File: src/rtl/micro_hash_nonce_ctrl_if.sv
// Bus between the nonce-search controller, its host/config side and the micro hash core.
// master = controller view, slave = host + core view.
interface micro_hash_nonce_ctrl_if #(
    parameter int BYTE_W = 8
);
    logic                  start;
    logic [12*BYTE_W-1:0]  payload;
    logic [4*BYTE_W-1:0]   nonce_start;
    logic [4*BYTE_W-1:0]   nonce_end;
    logic [3*BYTE_W-1:0]   target;
    logic [3*BYTE_W-1:0]   hash_h;
    logic                  hash_valid;
    logic [16*BYTE_W-1:0]  block;
    logic                  next;
    logic                  finished;
    logic                  busy;
    logic                  done;
    logic                  found;
    logic [4*BYTE_W-1:0]   nonce_out;
    logic [3*BYTE_W-1:0]   h_out;
    logic [4*BYTE_W-1:0]   tries;
    logic                  timeout_err;

    modport master (
        input  start, payload, nonce_start, nonce_end, target, hash_h, hash_valid,
        output block, next, finished, busy, done, found, nonce_out, h_out, tries, timeout_err
    );

    modport slave (
        output start, payload, nonce_start, nonce_end, target, hash_h, hash_valid,
        input  block, next, finished, busy, done, found, nonce_out, h_out, tries, timeout_err
    );
endinterface

File: src/rtl/micro_hash_nonce_ctrl.sv
// Nonce-sweep controller for the micro hash core: launches one digest per nonce until one is below target.
// Optional WAIT watchdog enabled by defining MICRO_HASH_CTRL_WATCHDOG_EN.
module micro_hash_nonce_ctrl #(
    parameter int BYTE_W = 8
`ifdef MICRO_HASH_CTRL_WATCHDOG_EN
    , parameter int WDOG_CYCLES = 128
`endif
) (
    input  logic                   clk,
    input  logic                   reset,
    micro_hash_nonce_ctrl_if.master bus
);
    localparam int NW = 4 * BYTE_W;
    localparam int HW = 3 * BYTE_W;
    localparam int PW = 12 * BYTE_W;

    typedef enum logic [2:0] {
        S_IDLE,
        S_LAUNCH,
        S_WAIT,
        S_CHECK,
        S_DONE
    } state_t;

    state_t          r_state;
    logic [PW-1:0]   r_payload;
    logic [NW-1:0]   r_nonce;
    logic [NW-1:0]   r_nonce_end;
    logic [NW-1:0]   r_nonce_out;
    logic [NW-1:0]   r_tries;
    logic [HW-1:0]   r_target;
    logic [HW-1:0]   r_h_out;
    logic            r_next;
    logic            r_finished;
    logic            r_busy;
    logic            r_done;
    logic            r_found;

`ifdef MICRO_HASH_CTRL_WATCHDOG_EN
    localparam int WDOG_W = $clog2(WDOG_CYCLES + 1);
    logic [WDOG_W-1:0] r_wdog;
    logic              r_timeout;
`endif

    always_ff @(posedge clk or negedge reset) begin
        if (!reset) begin
            r_state     <= S_IDLE;
            r_payload   <= '0;
            r_nonce     <= '0;
            r_nonce_end <= '0;
            r_nonce_out <= '0;
            r_tries     <= '0;
            r_target    <= '0;
            r_h_out     <= '0;
            r_next      <= 1'b0;
            r_finished  <= 1'b1;
            r_busy      <= 1'b0;
            r_done      <= 1'b0;
            r_found     <= 1'b0;
`ifdef MICRO_HASH_CTRL_WATCHDOG_EN
            r_wdog      <= '0;
            r_timeout   <= 1'b0;
`endif
        end else begin
            r_done <= 1'b0;
`ifdef MICRO_HASH_CTRL_WATCHDOG_EN
            r_timeout <= 1'b0;
`endif
            case (r_state)
                S_IDLE: begin
                    if (bus.start) begin
                        r_payload   <= bus.payload;
                        r_target    <= bus.target;
                        r_nonce     <= bus.nonce_start;
                        r_nonce_end <= bus.nonce_end;
                        r_tries     <= '0;
                        r_found     <= 1'b0;
                        r_next      <= 1'b1;
                        r_finished  <= 1'b0;
                        r_busy      <= 1'b1;
                        r_state     <= S_LAUNCH;
                    end
                end
                S_LAUNCH: begin
                    r_next  <= 1'b0;
`ifdef MICRO_HASH_CTRL_WATCHDOG_EN
                    r_wdog  <= '0;
`endif
                    r_state <= S_WAIT;
                end
                S_WAIT: begin
                    if (bus.hash_valid) begin
                        r_h_out <= bus.hash_h;
                        r_tries <= r_tries + NW'(1);
                        r_state <= S_CHECK;
                    end
`ifdef MICRO_HASH_CTRL_WATCHDOG_EN
                    // Core presumed hung: relaunch the same nonce without counting a try.
                    else if (r_wdog == WDOG_W'(WDOG_CYCLES - 1)) begin
                        r_timeout <= 1'b1;
                        r_next    <= 1'b1;
                        r_state   <= S_LAUNCH;
                    end else begin
                        r_wdog <= r_wdog + WDOG_W'(1);
                    end
`endif
                end
                S_CHECK: begin
                    if ((r_h_out < r_target) || (r_nonce == r_nonce_end)) begin
                        r_found     <= (r_h_out < r_target);
                        r_nonce_out <= r_nonce;
                        r_done      <= 1'b1;
                        r_busy      <= 1'b0;
                        r_finished  <= 1'b1;
                        r_state     <= S_DONE;
                    end else begin
                        r_nonce <= r_nonce + NW'(1);
                        r_next  <= 1'b1;
                        r_state <= S_LAUNCH;
                    end
                end
                S_DONE: begin
                    r_state <= S_IDLE;
                end
                default: begin
                    r_state <= S_IDLE;
                end
            endcase
        end
    end

    // Nonce occupies the top four bytes, LSB byte lowest, directly above the payload.
    assign bus.block     = {r_nonce, r_payload};
    assign bus.next      = r_next;
    assign bus.finished  = r_finished;
    assign bus.busy      = r_busy;
    assign bus.done      = r_done;
    assign bus.found     = r_found;
    assign bus.nonce_out = r_nonce_out;
    assign bus.h_out     = r_h_out;
    assign bus.tries     = r_tries;
`ifdef MICRO_HASH_CTRL_WATCHDOG_EN
    assign bus.timeout_err = r_timeout;
`else
    assign bus.timeout_err = 1'b0;
`endif

endmodule

File: src/flat_wrapper.sv
// flat-port wrapper written by rule: the top's interface ports become plain ports
module micro_hash_nonce_ctrl_flat 
#(
    parameter int BYTE_W = 8

)
  (clk, reset, bus_start, bus_payload, bus_nonce_start, bus_nonce_end, bus_target, bus_hash_h, bus_hash_valid, bus_block, bus_next, bus_finished, bus_busy, bus_done, bus_found, bus_nonce_out, bus_h_out, bus_tries, bus_timeout_err);
  micro_hash_nonce_ctrl_if #(.BYTE_W(BYTE_W)) bus_i ();
  input  logic clk;
  input  logic reset;
  input wire logic [$bits(bus_i.start)-1:0] bus_start;
  input wire logic [$bits(bus_i.payload)-1:0] bus_payload;
  input wire logic [$bits(bus_i.nonce_start)-1:0] bus_nonce_start;
  input wire logic [$bits(bus_i.nonce_end)-1:0] bus_nonce_end;
  input wire logic [$bits(bus_i.target)-1:0] bus_target;
  input wire logic [$bits(bus_i.hash_h)-1:0] bus_hash_h;
  input wire logic [$bits(bus_i.hash_valid)-1:0] bus_hash_valid;
  output wire logic [$bits(bus_i.block)-1:0] bus_block;
  output wire logic [$bits(bus_i.next)-1:0] bus_next;
  output wire logic [$bits(bus_i.finished)-1:0] bus_finished;
  output wire logic [$bits(bus_i.busy)-1:0] bus_busy;
  output wire logic [$bits(bus_i.done)-1:0] bus_done;
  output wire logic [$bits(bus_i.found)-1:0] bus_found;
  output wire logic [$bits(bus_i.nonce_out)-1:0] bus_nonce_out;
  output wire logic [$bits(bus_i.h_out)-1:0] bus_h_out;
  output wire logic [$bits(bus_i.tries)-1:0] bus_tries;
  output wire logic [$bits(bus_i.timeout_err)-1:0] bus_timeout_err;
  assign bus_i.start = bus_start;
  assign bus_i.payload = bus_payload;
  assign bus_i.nonce_start = bus_nonce_start;
  assign bus_i.nonce_end = bus_nonce_end;
  assign bus_i.target = bus_target;
  assign bus_i.hash_h = bus_hash_h;
  assign bus_i.hash_valid = bus_hash_valid;
  assign bus_block = bus_i.block;
  assign bus_next = bus_i.next;
  assign bus_finished = bus_i.finished;
  assign bus_busy = bus_i.busy;
  assign bus_done = bus_i.done;
  assign bus_found = bus_i.found;
  assign bus_nonce_out = bus_i.nonce_out;
  assign bus_h_out = bus_i.h_out;
  assign bus_tries = bus_i.tries;
  assign bus_timeout_err = bus_i.timeout_err;
  micro_hash_nonce_ctrl #(.BYTE_W(BYTE_W)) u_core (.clk(clk), .reset(reset), .bus(bus_i));
endmodule
File: config.mk
export PLATFORM = sky130hd
export DESIGN_NAME = micro_hash_nonce_ctrl_flat
export DESIGN_NICKNAME = d
export VERILOG_FILES = /design/src/rtl/micro_hash_nonce_ctrl_if.sv /design/src/rtl/micro_hash_nonce_ctrl.sv /design/src/flat_wrapper.sv
export SDC_FILE = /design/constraint.sdc
export NUM_CORES = 1
export LEC_CHECK = 0
export ABC_AREA = 1
export BUFFER_PORTS_ARGS = -buffer_cell sky130_fd_sc_hd__buf_2
export CAP_MARGIN = 20
export CORE_MARGIN = 4
export CORE_UTILIZATION = 30
export DETAILED_ROUTE_END_ITERATION = 6
export GPL_ROUTABILITY_DRIVEN = 0
export PLACE_DENSITY = 0.52
export SYNTH_ARGS = -nofsm -noshare
export SYNTH_HDL_FRONTEND = slang
export SYNTH_SLANG_ARGS = --single-unit
File: constraint.sdc
create_clock -name clk -period 3.7 [get_ports clk]
set_clock_uncertainty 0.05 [all_clocks]
set_input_delay 0.74 -clock clk [delete_from_list [all_inputs] [get_ports clk]]
set_output_delay 0.74 -clock clk [all_outputs]
set_load 0.005 [all_outputs]
==> metrics.md <==
| Metric | Value |
|---|---|
| Reg power frac | `between 30% and 40%` |
| Ys async rst share | `100%` |
| Sw frac | `about 40%` |
| Detailed-route DRC error count | `0` |
| Die width | `about 220 um` |
| Global-route wire length before repair | `between 70000 and 80000 um` |
| DIE AREA | `between 40000 and 50000 um^2` |
| Hold crit path type | `in2async` |
| YS warnings | `0` |
| Distinct cells, synth | `between 40 and 50` |
| CP Launch Type | `flop` |
| Period utilisation layout | `a little under three quarters` |
| Worst-path cell chain | `ha_1 > nand2_1 > nor2_2 > nand2_1 > nor2_1 > nand2_1 > nand2_1 > nor2_1 > nand2_1 > nand3_2 > nand2_2 > buf_4 > inv_2 > nand2_1 > nand2_1` |
| CP Capture Type | `flop` |
| Static Leak | `0.00924 uW` |
| CP required | `about 4.1 ns` |
| Post-CTS sizing | `0` |
| Post-DR wirelength/cell | `~17 um` |
| Psw | `5750 uW` |
| Layout Area Growth over Synthesis | `29.2%` |
| Most instantiated cells after synthesis | `nand2_1, dfrtp_1, inv_1, o21ai_0, nor2_1` |
| Final min period | `between 2 and 3 ns` |
| Remaining antenna violation count | `0` |
| Clock Power Share | `23.0%` |
| Drt pass-1 iters | `5` |
| Total Routing Usage GR | `a little under a fifth` |
| CTS Buffer Depth | `3` |
| Mapped Nets | `approximately 1900` |
| Core area | `44200 um^2` |
| CP peak stage delay | `0.45 ns` |
| Slew HR | `between 30% and 40%` |
| DP Wirelength | `34100 um` |
| Most numerous cell in the Yosys netlist | `nand2_1` |
| Status | `finished, final reports clean` |
| Largest area contributor in the netlist | `dfrtp_1` |
| Power per cell area | `slightly above 800 nW/um^2` |
| Worst-path clk slew | `around 0.060 ns` |
| RSZ-0062 raised after global routing | `false` |
| Min setup slack post-route | `between 1 and 1.5 ns` |
| Number of global-route vias before repair | `between 10000 and 15000` |
| # setup viols final | `0` |
| Sequential area share after synthesis | `between 50 and 60%` |
| Total wire length | `45600 um` |
| CTS root buf | `clkbuf_16` |
| CP Launch Point | `u_core.bus.h_out[23]` |
| Final net count | `approximately 2300` |
| CP top delay family | `simple AND/OR/NAND/NOR gates` |
| Synth top area cells | `dfrtp_1, nand2_1, o21ai_0` |
| CP Max Fanout | `60` |
| DR vias | `12400` |
| Critical-path top delay cell | `buf_4` |
| Worst-Skew Late Latency | `about 0.53 ns` |
| Synthesized area | `approximately 13000 um^2` |
| Placed insts | `2642` |
| Gr ovfl total | `0` |
| Post-CTS setup buffers | `0` |
| Synth top area share | `52.0%` |
| Pint | `approximately 8600 uW` |
| Height of the die | `220 um` |
| Post-DR vias/cell | `4.57` |
| Largest net degree at the start of global routing | `192` |
| Peak VDD IR | `0.490 mV` |
| Hold buffers post-CTS | `0` |
| Most frequent CP cell | `nand2_1` |
| Mapped Avg Cell Area | `around 8 um^2` |
| Fin. Hold Viols | `0` |
| Pre-CTS setup slack | `approximately 1.1 ns` |
| Share of layout cells above drive strength 1 | `between 20% and 30%` |
| Fmax | `~380 MHz` |
| Starting Density | `30.4%` |
| Max Slew Vio Count | `0` |
| Number of antenna violations at the first check in global routing | `3` |
| Initial DRC Count | `618` |
| Finished Layout Cells | `2704` |
| CTS Buf Count | `35` |
| Worst Path Arrival | `between 2 and 3 ns` |
| # rows | `77` |
| Clock Sinks | `280` |
| Maxcap violations | `0` |
| Primary FF master, synth | `dfrtp_1` |
| Comb power frac | `39.1%` |
| Setup Crit Path Kind | `reg2reg` |
| CTS H-tree depth | `2` |
| Worst-Margin Slew | `a little over 1 ns` |
| PortBufs | `432` |
| Post-synth EDFFs | `0` |
| Seq cells post-synth | `280` |
| CP Buf/Inv Count | `2` |
| R2R Path Start | `u_core.bus.h_out[23]` |
| Post-Syn Instances | `between 1500 and 2000` |
| Setup TNS | `0 ns` |
| IO Count | `around 430` |
| CTS tree | `done` |
==> state kept, by name, summed over array words and instances, names as in the netlist, 3 cells and up <==
register	cells
u_core.r_payload	96
u_core.bus.nonce_out	32
u_core.bus.tries	32
u_core.r_nonce	32
u_core.r_nonce_end	32
u_core.bus.h_out	24
u_core.r_target	24
u_core.r_state	3
==> routing by layer <==
metal / share of wire (%) / GRT usage, % / wire length, um / vias to the layer above
li1: - / - / - / 6090
met4: 2.2 / 5.54 / 1010 / 2
met2: 46 / 29.7 / 21000 / 402
met1: 43 / 24.5 / 19700 / 5806
met5: 0.044 / 0 / 20 / -
met3: 8.3 / 5.42 / 3780 / 56
==> placed cells by master, fill, tap and decap left out, types with 4 or more instances in the layout <==
cell type,count
xor2_1,21
clkbuf_8,8
nand4_1,21
ha_1,25
nand2_1,732
xnor2_1,23
nand2_2,4
nor4_1,5
buf_2,431
o31ai_1,5
inv_2,6
clkbuf_1,6
dfrtp_1,279
a31oi_1,4
buf_4,10
nor2_1,86
nand3_1,35
mux2_2,23
o21ai_1,7
clkinv_2,7
clkbuf_16,37
nor3_1,34
o21ai_2,7
inv_1,120
nor2_2,5
o21ai_0,109
buf_12,6
a21oi_1,26
==> final timing paths <==
path,endpoint,slack [ns],cells after the start
hold / removal,u_core.r_nonce[5],0.20,1
min in group clk,u_core.r_nonce_end[22],0.35,3
setup reg to reg,u_core.r_nonce[29],1.08,15
hold reg to reg,u_core.r_payload[69],0.42,2
max in group asynchronous,u_core.r_payload[16],2.60,2
setup / recovery,u_core.r_nonce[29],1.08,15
==> power groups by stage <==
stage	clock network, uW	logic [uW]	registers [uW]
CTS	3410	5730	5450
finish	3290	5600	5430
global route	3530	6480	5620
detailed placement	0	5730	5450
floorplan	0	3410	5280
global placement	0	5650	5430
==> metrics by stage <==
step	hold slack (ns)	power (uW)	utilization [%]	area [um^2]
floorplan	0.392	8680	-	13400
global placement	0.398	11100	36.7	16200
detailed placement	0.406	11200	36.7	16200
CTS	0.201	14600	39.2	17300
global route	0.233	15600	39.2	17300
finish	0.202	14300	39.2	17300
==> worst register-to-register path, stage by stage (launching register included) <==
cell and delay [ns]:
dfrtp_1 0.39, ha_1 0.30, nand2_1 0.08, nor2_2 0.16, nand2_1 0.09, nor2_1 0.09, nand2_1 0.06, nand2_1 0.07
nor2_1 0.04, nand2_1 0.19, nand3_2 0.13, nand2_2 0.07, buf_4 0.45, inv_2 0.22, nand2_1 0.09, nand2_1 0.05
==> cell type report <==
class	count	area (um^2)
tap	592	741
inverter	127	479
timing repair buffer	448	2370
antenna	3	7.51
clock inverter	8	43.8
fill	4618	26900
multi-input combinational	1195	5640
sequential	280	7010
clock buffer	51	1060
==> logic make-up after synthesis <==
logic type | count (synthesis) | synth area share (%)
AOI/OAI and AO/OA | 163 | 6.52
xor gates and xnor gates | 44 | 2.87
adders and majority gates | 25 | 2.33
buffers and inverters | 191 | 5.81
DFF | 280 | 52.2
muxes | 23 | 1.93
other | 1 | 0.0279
and+or+nand+nor | 939 | 28.3
Power figures use the tool's default switching activity.
